**src/rtl/control_monitor_pkg.sv**
```systemverilog
// Shared types and constants for the control-sequencer phase monitor.
package control_monitor_pkg;

    typedef enum logic [1:0] {
        ST_SYNC  = 2'd0,
        ST_TRACK = 2'd1,
        ST_FAULT = 2'd2
    } state_e;

    localparam logic [1:0] ERR_NONE   = 2'b00;
    localparam logic [1:0] ERR_ONEHOT = 2'b01;
    localparam logic [1:0] ERR_STEP   = 2'b10;
    localparam logic [1:0] ERR_HOLD   = 2'b11;

    localparam int unsigned NUM_PHASES = 6;

    // Successor phase in the cyclic 0..5 sequence.
    function automatic logic [2:0] next_phase(input logic [2:0] p);
        if (p == 3'(NUM_PHASES - 1)) begin
            return 3'd0;
        end else begin
            return p + 3'd1;
        end
    endfunction

endpackage

```
**src/rtl/control_monitor_phase_encode.sv**
```systemverilog
// Maps the six phase strobes to a phase index plus an exactly-one-high flag.
module phase_encode (
    input  logic [5:0] strobes_s,
    output logic [2:0] idx_s,
    output logic       legal_s
);

    // Only the six one-hot patterns are legal; everything else reports index 0.
    always_comb begin
        idx_s   = 3'd0;
        legal_s = 1'b1;
        case (strobes_s)
            6'b000001: idx_s = 3'd0;
            6'b000010: idx_s = 3'd1;
            6'b000100: idx_s = 3'd2;
            6'b001000: idx_s = 3'd3;
            6'b010000: idx_s = 3'd4;
            6'b100000: idx_s = 3'd5;
            default:   legal_s = 1'b0;
        endcase
    end

endmodule

```
**src/rtl/control_monitor.sv**
```systemverilog
// Watches the S0..S5 phase strobes for one-hot, in-order stepping and bounded
// hold time; latches the first fault until CLR or RESET.
module control_monitor #(
    parameter int unsigned HOLD_MAX = 15,
    parameter int unsigned ROUND_W  = 8
) (
    input  logic               CLK,
    input  logic               RESET,
    input  logic               CLR,
    input  logic               S0,
    input  logic               S1,
    input  logic               S2,
    input  logic               S3,
    input  logic               S4,
    input  logic               S5,
    output logic [2:0]         PHASE,
    output logic               VALID,
    output logic               SEQ_ERR,
    output logic               ERR_STICKY,
    output logic [1:0]         ERR_CODE,
    output logic [ROUND_W-1:0] ROUNDS
);
    import control_monitor_pkg::*;

    localparam int unsigned HOLD_W = $clog2(HOLD_MAX + 1);

    state_e              state_q, state_d;
    logic [2:0]          phase_q, phase_d;
    logic                valid_q, valid_d;
    logic                seq_err_q, seq_err_d;
    logic                sticky_q, sticky_d;
    logic [1:0]          err_code_q, err_code_d;
    logic [ROUND_W-1:0]  rounds_q, rounds_d;
    logic [HOLD_W-1:0]   hold_q, hold_d;

    logic [2:0]          idx_s;
    logic                legal_s;
    logic                fault_s;
    logic [1:0]          fault_code_s;

    phase_encode u_phase_encode (
        .strobes_s ({S5, S4, S3, S2, S1, S0}),
        .idx_s     (idx_s),
        .legal_s   (legal_s)
    );

    // Next-state and next-output logic; CLR overrides any fault detected this cycle.
    always_comb begin
        state_d      = state_q;
        phase_d      = phase_q;
        valid_d      = valid_q;
        seq_err_d    = 1'b0;
        sticky_d     = sticky_q;
        err_code_d   = err_code_q;
        rounds_d     = rounds_q;
        hold_d       = hold_q;
        fault_s      = 1'b0;
        fault_code_s = ERR_NONE;

        if (CLR) begin
            state_d    = ST_SYNC;
            phase_d    = 3'd0;
            valid_d    = 1'b0;
            sticky_d   = 1'b0;
            err_code_d = ERR_NONE;
            rounds_d   = '0;
            hold_d     = '0;
        end else begin
            case (state_q)
                ST_SYNC: begin
                    if (legal_s && (idx_s == 3'd0)) begin
                        state_d  = ST_TRACK;
                        phase_d  = 3'd0;
                        valid_d  = 1'b1;
                        hold_d   = '0;
                        rounds_d = '0;
                    end else begin
                        state_d = ST_SYNC;
                    end
                end
                ST_TRACK: begin
                    if (!legal_s) begin
                        fault_s      = 1'b1;
                        fault_code_s = ERR_ONEHOT;
                    end else if (idx_s == phase_q) begin
                        // Reaching HOLD_MAX repeats faults, so the counter never wraps.
                        if (hold_q == HOLD_W'(HOLD_MAX - 1)) begin
                            fault_s      = 1'b1;
                            fault_code_s = ERR_HOLD;
                        end else begin
                            hold_d = hold_q + HOLD_W'(1);
                        end
                    end else if (idx_s == next_phase(phase_q)) begin
                        phase_d = idx_s;
                        hold_d  = '0;
                        if (phase_q == 3'(NUM_PHASES - 1)) begin
                            rounds_d = rounds_q + ROUND_W'(1);
                        end else begin
                            rounds_d = rounds_q;
                        end
                    end else begin
                        fault_s      = 1'b1;
                        fault_code_s = ERR_STEP;
                    end
                end
                ST_FAULT: begin
                    state_d = ST_FAULT;
                end
                default: begin
                    state_d = ST_SYNC;
                    valid_d = 1'b0;
                end
            endcase

            if (fault_s) begin
                state_d   = ST_FAULT;
                valid_d   = 1'b0;
                seq_err_d = 1'b1;
                sticky_d  = 1'b1;
                if (err_code_q == ERR_NONE) begin
                    err_code_d = fault_code_s;
                end else begin
                    err_code_d = err_code_q;
                end
            end else begin
                seq_err_d = 1'b0;
            end
        end
    end

    // State and output registers; RESET dominates CLR and strobes.
    always_ff @(posedge CLK) begin
        if (RESET) begin
            state_q    <= ST_SYNC;
            phase_q    <= 3'd0;
            valid_q    <= 1'b0;
            seq_err_q  <= 1'b0;
            sticky_q   <= 1'b0;
            err_code_q <= ERR_NONE;
            rounds_q   <= '0;
            hold_q     <= '0;
        end else begin
            state_q    <= state_d;
            phase_q    <= phase_d;
            valid_q    <= valid_d;
            seq_err_q  <= seq_err_d;
            sticky_q   <= sticky_d;
            err_code_q <= err_code_d;
            rounds_q   <= rounds_d;
            hold_q     <= hold_d;
        end
    end

    assign PHASE      = phase_q;
    assign VALID      = valid_q;
    assign SEQ_ERR    = seq_err_q;
    assign ERR_STICKY = sticky_q;
    assign ERR_CODE   = err_code_q;
    assign ROUNDS     = rounds_q;

endmodule

```
**config.mk**
```make
export PLATFORM = sky130hd
export DESIGN_NAME = control_monitor
export DESIGN_NICKNAME = d
export VERILOG_FILES = /design/src/rtl/control_monitor_pkg.sv /design/src/rtl/control_monitor_phase_encode.sv /design/src/rtl/control_monitor.sv
export SDC_FILE = /design/constraint.sdc
export NUM_CORES = 1
export LEC_CHECK = 0
export BUFFER_PORTS_ARGS = -buffer_cell sky130_fd_sc_hd__buf_2
export CAP_MARGIN = 20
export CORE_MARGIN = 3
export CORE_UTILIZATION = 45
export CTS_BUF_LIST = sky130_fd_sc_hd__clkbuf_4 sky130_fd_sc_hd__clkbuf_8 sky130_fd_sc_hd__clkbuf_16
export CTS_CLUSTER_SIZE = 20
export DETAILED_ROUTE_END_ITERATION = 8
export MAX_ROUTING_LAYER = met4
export PLACE_DENSITY_LB_ADDON = 0.3
export SYNTH_ARGS = -nofsm -noshare
export SYNTH_HDL_FRONTEND = slang
export SYNTH_SLANG_ARGS = --single-unit
```
**constraint.sdc**
```tcl
create_clock -name CLK -period 3 [get_ports CLK]
set_input_delay 0.9 -clock CLK [delete_from_list [all_inputs] [get_ports CLK]]
set_output_delay 0.9 -clock CLK [all_outputs]
set_load 0.02 [all_outputs]
```
### Yosys cells after proc, flatten, opt, wreduce, memory -nomap -nowiden

Cells that the tools add are included.

* register bits after elaboration: 22
* bits of input ports: 9
* output and inout bits: 16

* $add $sub $neg: 3
* equality and inequality tests: 20
* muxes and demuxes: 41
* bitwise operators: 1
* reductions and logical operators: 14

Operator list (count)
* 8-bit 2-to-1 mux: 5
* 3-bit 2-to-1 mux: 9
* 4-bit 2-to-1 mux: 5
* 8-bit one-hot mux with 2 select lines: 1
* 3-bit one-hot mux with 5 select lines: 1
* 2-bit 2-to-1 mux: 6
* 2-bit != test, second input constant: 6
* 1-bit 2-to-1 mux: 10
* 5-bit AND reduction: 2
* 8-bit by 1-bit adder with 8-bit output, second input constant: 1
* 4-bit one-hot mux with 2 select lines: 1
* 3-bit equality test: 2
* 6-bit by 1-bit equality test with 1-bit output, second input constant: 1
* 6-bit by 2-bit equality test with 1-bit output, second input constant: 1
* 6-bit by 3-bit equality test with 1-bit output, second input constant: 1
* 6-bit by 4-bit equality test with 1-bit output, second input constant: 1
* 6-bit by 5-bit equality test with 1-bit output, second input constant: 1
* 6-bit equality test, second input constant: 1
* 3-bit != test, second input constant: 2
* 2-bit one-hot mux with 3 select lines: 1
* 3-bit one-hot mux with 2 select lines: 1
* 6-bit AND reduction: 1
* 6-bit OR reduction: 1
* 4-bit by 1-bit adder with 4-bit output, second input constant: 1
* other kinds (14): 17

### Logic depth before layout (Yosys ltp)

Gate-level depths: netlist of run 1.

* depth in word-level cells: 14
* gate-level depth with buffers: 11
* mapped depth without buffers: 9

### Hierarchy

From an unflattened synthesis of run 1, not the netlist that was laid out.

* cells, all modules: 163
* area total of the unflattened synthesis: 1335.0 sq um

Modules (own cells, without submodules)
* control_monitor: times used 1, cells each 145, area an instance 1212.4 sq um, sequential area each 440.4 sq um
* phase_encode: times used 1, cells each 18, area an instance 122.6 sq um, sequential area each 0.0 sq um

### Worst setup path before layout of run 1

No wires, ideal clock.

* kind: input to register
* start point: in S2
* end point: reg hold_q[1]
* setup time: 0.070 ns
* arrival: 2.829 ns
* required time: 2.930 ns
* slack: 0.101 ns
* stages on the path: 8
* cells stage by stage: buf_2 -> or4_4 -> o21ai_1 -> nor4b_4 -> nand3b_1 -> and4_4 -> or4_1 -> a21oi_1

* cells in the longest elaborated chain, start to end: 6
* elaborated cells on any way between the ends: 21
* classes of those cells: 12 x eq/ne; 5 x mux; 4 x reduce/logical

RTL lines
* start, declared: RTL line control_monitor.sv:12 `input logic S2,`
* 6-bit equality test (tied with other cells): RTL line control_monitor_phase_encode.sv:12 `case (strobes_s)`
* 3-bit one-hot mux with 5 select lines / 6-bit OR reduction (equally long branches)
* 3-bit equality test (tied with other cells): RTL line control_monitor.sv:85 `end else if (idx_s == phase_q) begin`
* 4-bit 2-to-1 mux / 1-bit logical AND (equally long branches): RTL line control_monitor.sv:85, control_monitor.sv:71
* 4-bit 2-to-1 mux / 2-bit != test (equally long branches)
* 4-bit one-hot mux with 2 select lines / 5-bit AND reduction (equally long branches)
* end signal, assigned: RTL line control_monitor.sv:150 `hold_q <= hold_d;`
* end, declared: RTL line control_monitor.sv:34 `logic [HOLD_W-1:0] hold_q, hold_d;`

Parallel ways exist; a longest one is shown, timed or not. The select of a mux whose other input is x is not followed.
A chain may end at the register's enable or synchronous reset.

### Final worst setup path of run 1

* start point: in S4
* end point: reg rounds_q[6] (netlist: ROUNDS[6])

* cells in the longest elaborated chain, start to end: 6
* elaborated cells on any way between the ends: 18
* classes of those cells: 12 x eq/ne; 2 x mux; 4 x reduce/logical

RTL lines
* start, declared: RTL line control_monitor.sv:14 `input logic S4,`
* 6-bit equality test (tied with other cells): RTL line control_monitor_phase_encode.sv:12
* 3-bit one-hot mux with 5 select lines / 6-bit OR reduction (equally long branches)
* 3-bit logical NOT / 1-bit 2-to-1 mux (equally long branches): RTL line control_monitor.sv:71, control_monitor_phase_encode.sv:12
* 1-bit logical AND: RTL line control_monitor.sv:71 `if (legal_s && (idx_s == 3'd0)) begin`
* 2-bit != test (no source line)
* 6-bit AND reduction (no source line) *
* end signal, assigned: RTL line control_monitor.sv:149 `rounds_q <= rounds_d;`
* end, declared: RTL line control_monitor.sv:33 `logic [ROUND_W-1:0] rounds_q, rounds_d;`

Mark *: on every way between the ends. The rest lies on a longest branch, timed or not.

==> flow_metrics.tcl, run 1 <==
set metrics [dict create \
    yosysTopAreaCell "dfxtp_1" \
    setup_tns_ns 0 \
    grtUsageTotal_pct 19.5 \
    grt.overflow.total 0 \
    yosysUniqueCellTypes 50 \
    synth_area_sq_um 1410 \
    totalWireLength_um 3440 \
    ys_ff_latch 22 \
    io_buffers 24 \
    synth_common_cells "dfxtp_1, o21ai_0, a21oi_1, nor2_1, nand2_1" \
    syn_to_final_growth_pct 19.8 \
    tritoncts "yes" \
    maxCapViolCount 0 \
    routed-via-count 1382 \
    htreeDepth 1 \
    rsz0062_at_grt "no" \
    synthArstFlopShare_pct 0 \
    die_w_um 62.0 \
    antenna_found_initial 0 \
    grt_pass1_vias 1244 \
    cp_data_required_time_ns 3.27 \
    start_util_pct 49.1 \
    critical_path.max_fanout 8 \
    ios 25 \
    rows 19 \
    synth.avg_cell_area_sq_um 8.40 \
    grt_start_max_net_pins 18 \
    setup_viol 0 \
    pre_cts_ws_ns -0.112 \
    ant_nets 0 \
    synth_area_leaders "dfxtp_1, ha_1, o21ai_0" \
    die-area_sq_um 3840 \
    slew_violations 0 \
    clock_sinks 22 \
    cts_hold_buffers 0 \
    power_mw 0.582 \
    timing.slew.headroom_pct 67.6 \
    drive_gt1_share_pct 26.4 \
    cts-buffers-inserted 3 \
    ir_drop_uv 157 \
    antennaDiodeCount 0 \
    clock.fmax_mhz 361 \
    coreArea_sq_um 2880 \
    clk_pin_slew_ns 0.13 \
    worstHoldPathType "flop to flop" \
    fin_crit_ns 2.77 \
    period_share_pct 92.4 \
    slowest_delay_ns 0.48 \
    place_area_sq_um 1640 \
    clk_latency_ns 0.33 \
    drc 0 \
    syn_inst 168 \
    critPathArrivalTime_ns 3.04 \
    fp.dieH_um 62.0 \
    fin_util_pct 58.8 \
    nNetsFinal 217 \
    critPathKind "input pin to flop" \
    setup_slack_ns 0.229 \
    finalClockSkew_ns 0.00440 \
    critPathSlowestCell "or4_1" \
    gp_congestion 0.856 \
    first_iter_violations 96 \
    path_cells "buf_2 -> nor4_2 -> a21boi_1 -> nor3_1 -> a32oi_1 -> a31o_1 -> or4_1 -> a21oi_1" \
    cellLeakagePower_nw 0.665 \
    grt_pass1_wl_um 5340 \
    cts_resized 0 \
    yosysSeqAreaShare_pct 31.2 \
    cts_root_buffer "clkbuf_4" \
    nFillCells 272 \
    dp_hpwl_um 2570 \
    synth_edf_count 0 \
    crit_path_start_kind "input pin" \
    post_drt_wl_per_cell_um 14.1 \
    ys.flop_type "dfxtp_1" \
    drtPass1Iterations 4 \
    cellPowerDensity_nw_per_um2 345 \
    vias_per_cell 5.69 \
    synth_fp_nets 183 \
    synth_top_area_share_pct 31.2 \
    worstMarginPinSlew_ns 0.484 \
    post_cts_buffers 0 \
    finalHoldViolations 0 \
    status "completed" \
    ys.warnings.count 0 \
    end_kind "flop" \
    cts_buffer_depth 2 \
    post-synth-top-count-cell "dfxtp_1" \
    postLayoutCellArea_sq_um 1690 \
]
per-stage QoR:
step           hold WS (ns)  std cells
2_1_floorplan         0.457        168
3_3_place_gp          0.442        239
3_5_place_dp          0.450        239
4_1_cts               0.480        243
5_1_grt               0.503        243
6_report              0.476        243
layout by cell type, fill, tap and decap left out, types with 3 or more instances in the layout:
cell type	instances
o21ai_0	13
or3_1	3
nor3_1	4
buf_2	24
or4_1	3
o211ai_1	4
nand3b_1	4
ha_1	6
buf_4	16
inv_1	5
a31oi_1	5
clkbuf_4	3
dfxtp_1	22
a21oi_1	12
nor2_1	12
o41ai_1	3
nand2_1	8
and3_1	4
nor4b_1	3
xor2_1	6
nand3_1	6
logic make-up (layout without fill, tap and decap cells):
group / count (synthesis) / in the layout / synth area share (%)
muxes: 1 / 1 / 0.798
xor gates and xnor gates: 8 / 8 / 4.96
and+or+nand+nor: 64 / 64 / 28.7
adders and majority gates: 6 / 6 / 5.32
DFF: 22 / 22 / 31.2
AOI/OAI and AO/OA: 51 / 51 / 23.0
buffers and inverters: 16 / 49 / 6.03
sequential cells by signal, indices dropped and copies added (netlist names):
register / flops
state_q: 2
SEQ_ERR: 1
ERR_CODE: 2
VALID: 1
PHASE: 3
ERR_STICKY: 1
ROUNDS: 8
hold_q: 4
final timing paths:
check / from / end / slack, ns / cells past startpoint
max: S4 / ROUNDS[6] / 0.23 / 8
max reg2reg: state_q[0] / ROUNDS[6] / 0.71 / 9
min reg2reg: ERR_STICKY / ERR_STICKY / 0.48 / 1
min: ERR_STICKY / ERR_STICKY / 0.48 / 1
routing by layer:
layer  track usage [%]  vias to the layer above  part of all wire (%)
li1                  -                      695                     -
met1              23.0                      655                    46
met2              32.5                       25                    49
met3              3.10                        7                   4.0
met4              8.18                        0                   1.6
met5                 -                        -                     0
area by class of cell:
| cell class | count | area, sq um | area share (%) |
|---|---|---|---|
| Timing Repair Buffer | 40 | 240 | 14.2 |
| Clock inverter | 1 | 30.0 | 1.78 |
| Sequential cell | 22 | 440 | 26.1 |
| Inverter | 5 | 18.8 | 1.11 |
| Clock buffer | 3 | 22.5 | 1.33 |
| Tap cell | 42 | 52.6 | 3.11 |
| Multi-Input combinational cell | 130 | 886 | 52.4 |
power breakdown:
group / total [mW] / internal [mW] / switching (mW)
registers: 0.293 / 0.292 / 0.000172
clock network: 0.237 / 0.135 / 0.101
logic: 0.0531 / 0.0212 / 0.0319
total: 0.582 / 0.449 / 0.134
worst max-delay path: cells and delay by family:
| family | cells | cell delay [ns] |
|---|---|---|
| AOI/OAI and AO/OA | 4 | 0.91 |
| and+or+nand+nor | 3 | 1.09 |
| buffers and inverters | 1 | 0.14 |
Power figures use the tool's default switching activity.
==> run 2, diff against run 1 <==
--- a/config.mk
+++ b/config.mk
@@ -16,4 +16,5 @@
 export PLACE_DENSITY_LB_ADDON = 0.3
 export SYNTH_ARGS = -nofsm -noshare
 export SYNTH_HDL_FRONTEND = slang
+export SYNTH_HIERARCHICAL = 1
 export SYNTH_SLANG_ARGS = --single-unit
==> run 2 against run 1 <==
Against the previous run:
- flip-flop and latch count unchanged
- sequential power about the same
- critical path depth unchanged
- setup slack worse by 0.0032 ns
- fmax down 0.12%
- combinational power up 52%
- clock skew down 0.0026 ns
- synthesized cell count down 3.0%
- via count down 7.4%
- hold slack worse by 0.022 ns
- critical path type unchanged
- largest power group unchanged
==> flow_metrics.tcl, run 2 <==
set metrics [dict create \
    worstMarginPinSlew_ns 0.740 \
    tritoncts "yes" \
    cp_data_required_time_ns 3.20 \
    synth_area_leaders "dfxtp_1, xnor2_1, ha_1" \
    antennaDiodeCount 0 \
    hp-start "ERR_STICKY" \
    critical_path.max_fanout 6 \
    fp.dieH_um 60.5 \
    critPathArrivalTime_ns 2.98 \
    fin_util_pct 56.4 \
    start_util_pct 48.0 \
    cellLeakagePower_nw 0.603 \
    synth.avg_cell_area_sq_um 8.19 \
    rows 19 \
    yosysTopAreaCell "dfxtp_1" \
    finalHoldViolations 0 \
    r2r_slack_ns 1.08 \
    cts_resized 0 \
    r2r-start "state_q[0]" \
    setup_slack_ns 0.226 \
    first_iter_violations 55 \
    cellPowerDensity_nw_per_um2 322 \
    rr_worst_depth 8 \
    nNetsFinal 211 \
    cts_buffer_depth 2 \
    rr_endpoint "ROUNDS[7]" \
    dp.cells 222 \
    final_cell_mix "buf_2, dfxtp_1, nor2_1, nand2_1, nand3_1" \
    routed-via-count 1280 \
    cts-buffers-inserted 3 \
    period_share_pct 92.5 \
    worstHoldPathType "flop to flop" \
    setup_viol 0 \
    drtPass1Iterations 4 \
    crit_path_start_kind "input pin" \
    ys.flop_type "dfxtp_1" \
    worstHoldPathCells 2 \
    pre_cts_ws_ns -0.0967 \
    whs_ns 0.453 \
    synth_fp_nets 178 \
    grtUsageTotal_pct 17.7 \
    cts_root_buffer "clkbuf_4" \
    startpoint "S4" \
    clk_pin_slew_ns 0.11 \
    synth_common_cells "dfxtp_1, nor2_1, nand2_1, nand3_1, xnor2_1" \
    yosysUniqueCellTypes 45 \
    ant_nets 0 \
    grt_start_max_net_pins 18 \
    drive_gt1_share_pct 26.8 \
    totalWireLength_um 2910 \
    fin_crit_ns 2.77 \
    ys_ff_latch 22 \
    cts_hold_buffers 0 \
    status "completed" \
    post_drt_wl_per_cell_um 12.9 \
    synthArstFlopShare_pct 0 \
    timing.slew.headroom_pct 50.2 \
    final_cells 225 \
    whs_endpoint "ERR_STICKY" \
    clk_latency_ns 0.30 \
    yosysSeqAreaShare_pct 33.0 \
    synth_edf_count 0 \
    syn_to_final_growth_pct 17.4 \
    largest_register_ffs 8 \
    drc 0 \
    grt_pass1_vias 1110 \
    grt_pass1_wl_um 4900 \
    finalClockSkew_ns 0.00184 \
    post_cts_buffers 0 \
    power_mw 0.505 \
    ios 25 \
    rsz0062_at_grt "no" \
    ys.warnings.count 6 \
    clock.fmax_mhz 360 \
    clock_sinks 22 \
    die-area_sq_um 3660 \
    end_kind "flop" \
    syn_inst 163 \
    antenna_found_initial 0 \
    die_w_um 60.5 \
    coreArea_sq_um 2780 \
    dp_hpwl_um 2240 \
    layout_commonest_cell "buf_2" \
    critPathKind "input pin to flop" \
    vias_per_cell 5.69 \
    maxCapViolCount 0 \
    htreeDepth 1 \
    ir_drop_uv 328 \
    post-synth-top-count-cell "dfxtp_1" \
    io_buffers 24 \
    synth_top_area_share_pct 33.0 \
    gp_congestion 0.825 \
    synth_area_sq_um 1340 \
    slew_violations 0 \
    grt.overflow.total 0 \
]
run 2: cell types whose count changed after synthesis, moves of 4 or more:
cell,delta
nand2_1,+5
nand4_1,+5
xnor2_1,+9
a21oi_1,-5
nor4_1,+4
nand3_1,+7
o21ai_0,-7
and3_1,-4
nor2_1,+4
nand3b_1,-4
nand2b_1,+4
run 2: layout make-up:
class	count	area (sq um)
Timing Repair Buffer	35	203
Multi-Input combinational cell	128	841
Fill cell	268	1210
Inverter	6	22.5
Sequential cell	22	440
Clock buffer	3	22.5
Tap cell	31	38.8
run 2: worst max path at each step:
stage,depth (start not counted),end,slack (ns)
global route,12,PHASE[0],0.02
CTS,12,PHASE[2],0.23
finish,8,ERR_CODE[1],0.23
global placement,8,hold_q[1],-0.05
detailed placement,8,hold_q[1],-0.1
floorplan,8,ERR_CODE[1],0.003
run 2: power by group:
group	total (mW)	switching (mW)	leakage (nW)	internal (mW)
Clock	0.128	0.0816	0.0138	0.0468
Sequential	0.296	0.00162	0.177	0.294
Combinational	0.0806	0.0470	0.412	0.0336
run 2: cell families after synthesis:
family	after synthesis	synth area share [%]
buf+inv	13	4.40
simple gates	73	29.8
compound gates	33	16.4
fa+ha+maj	7	6.47
mux	1	0.750
flops	22	33.0
xor+xnor	14	9.18
run 2: per-layer routing:
layer	GRT usage, %	up-vias	wire, um
met2	26.9	31	1340
met1	23.8	594	1400
li1	-	653	-
met4	3.10	0	19
met5	-	-	0
met3	4.89	2	153
run 2: through the flow:
| stage | instance area [sq um] | setup TNS [ns] |
|---|---|---|
| floorplan | 1340 | 0 |
| global placement | 1550 | -0.215 |
| detailed placement | 1550 | -0.839 |
| CTS | 1570 | 0 |
| global route | 1570 | 0 |
| finish | 1570 | 0 |
run 2: worst max-delay path, cell delays in order:
cell     delay [ns]
buf_2          0.10
or4_4          0.54
nor2_2         0.13
or4b_2         0.59
a31o_2         0.25
o21a_2         0.17
a41oi_1        0.24
nor2_1         0.05
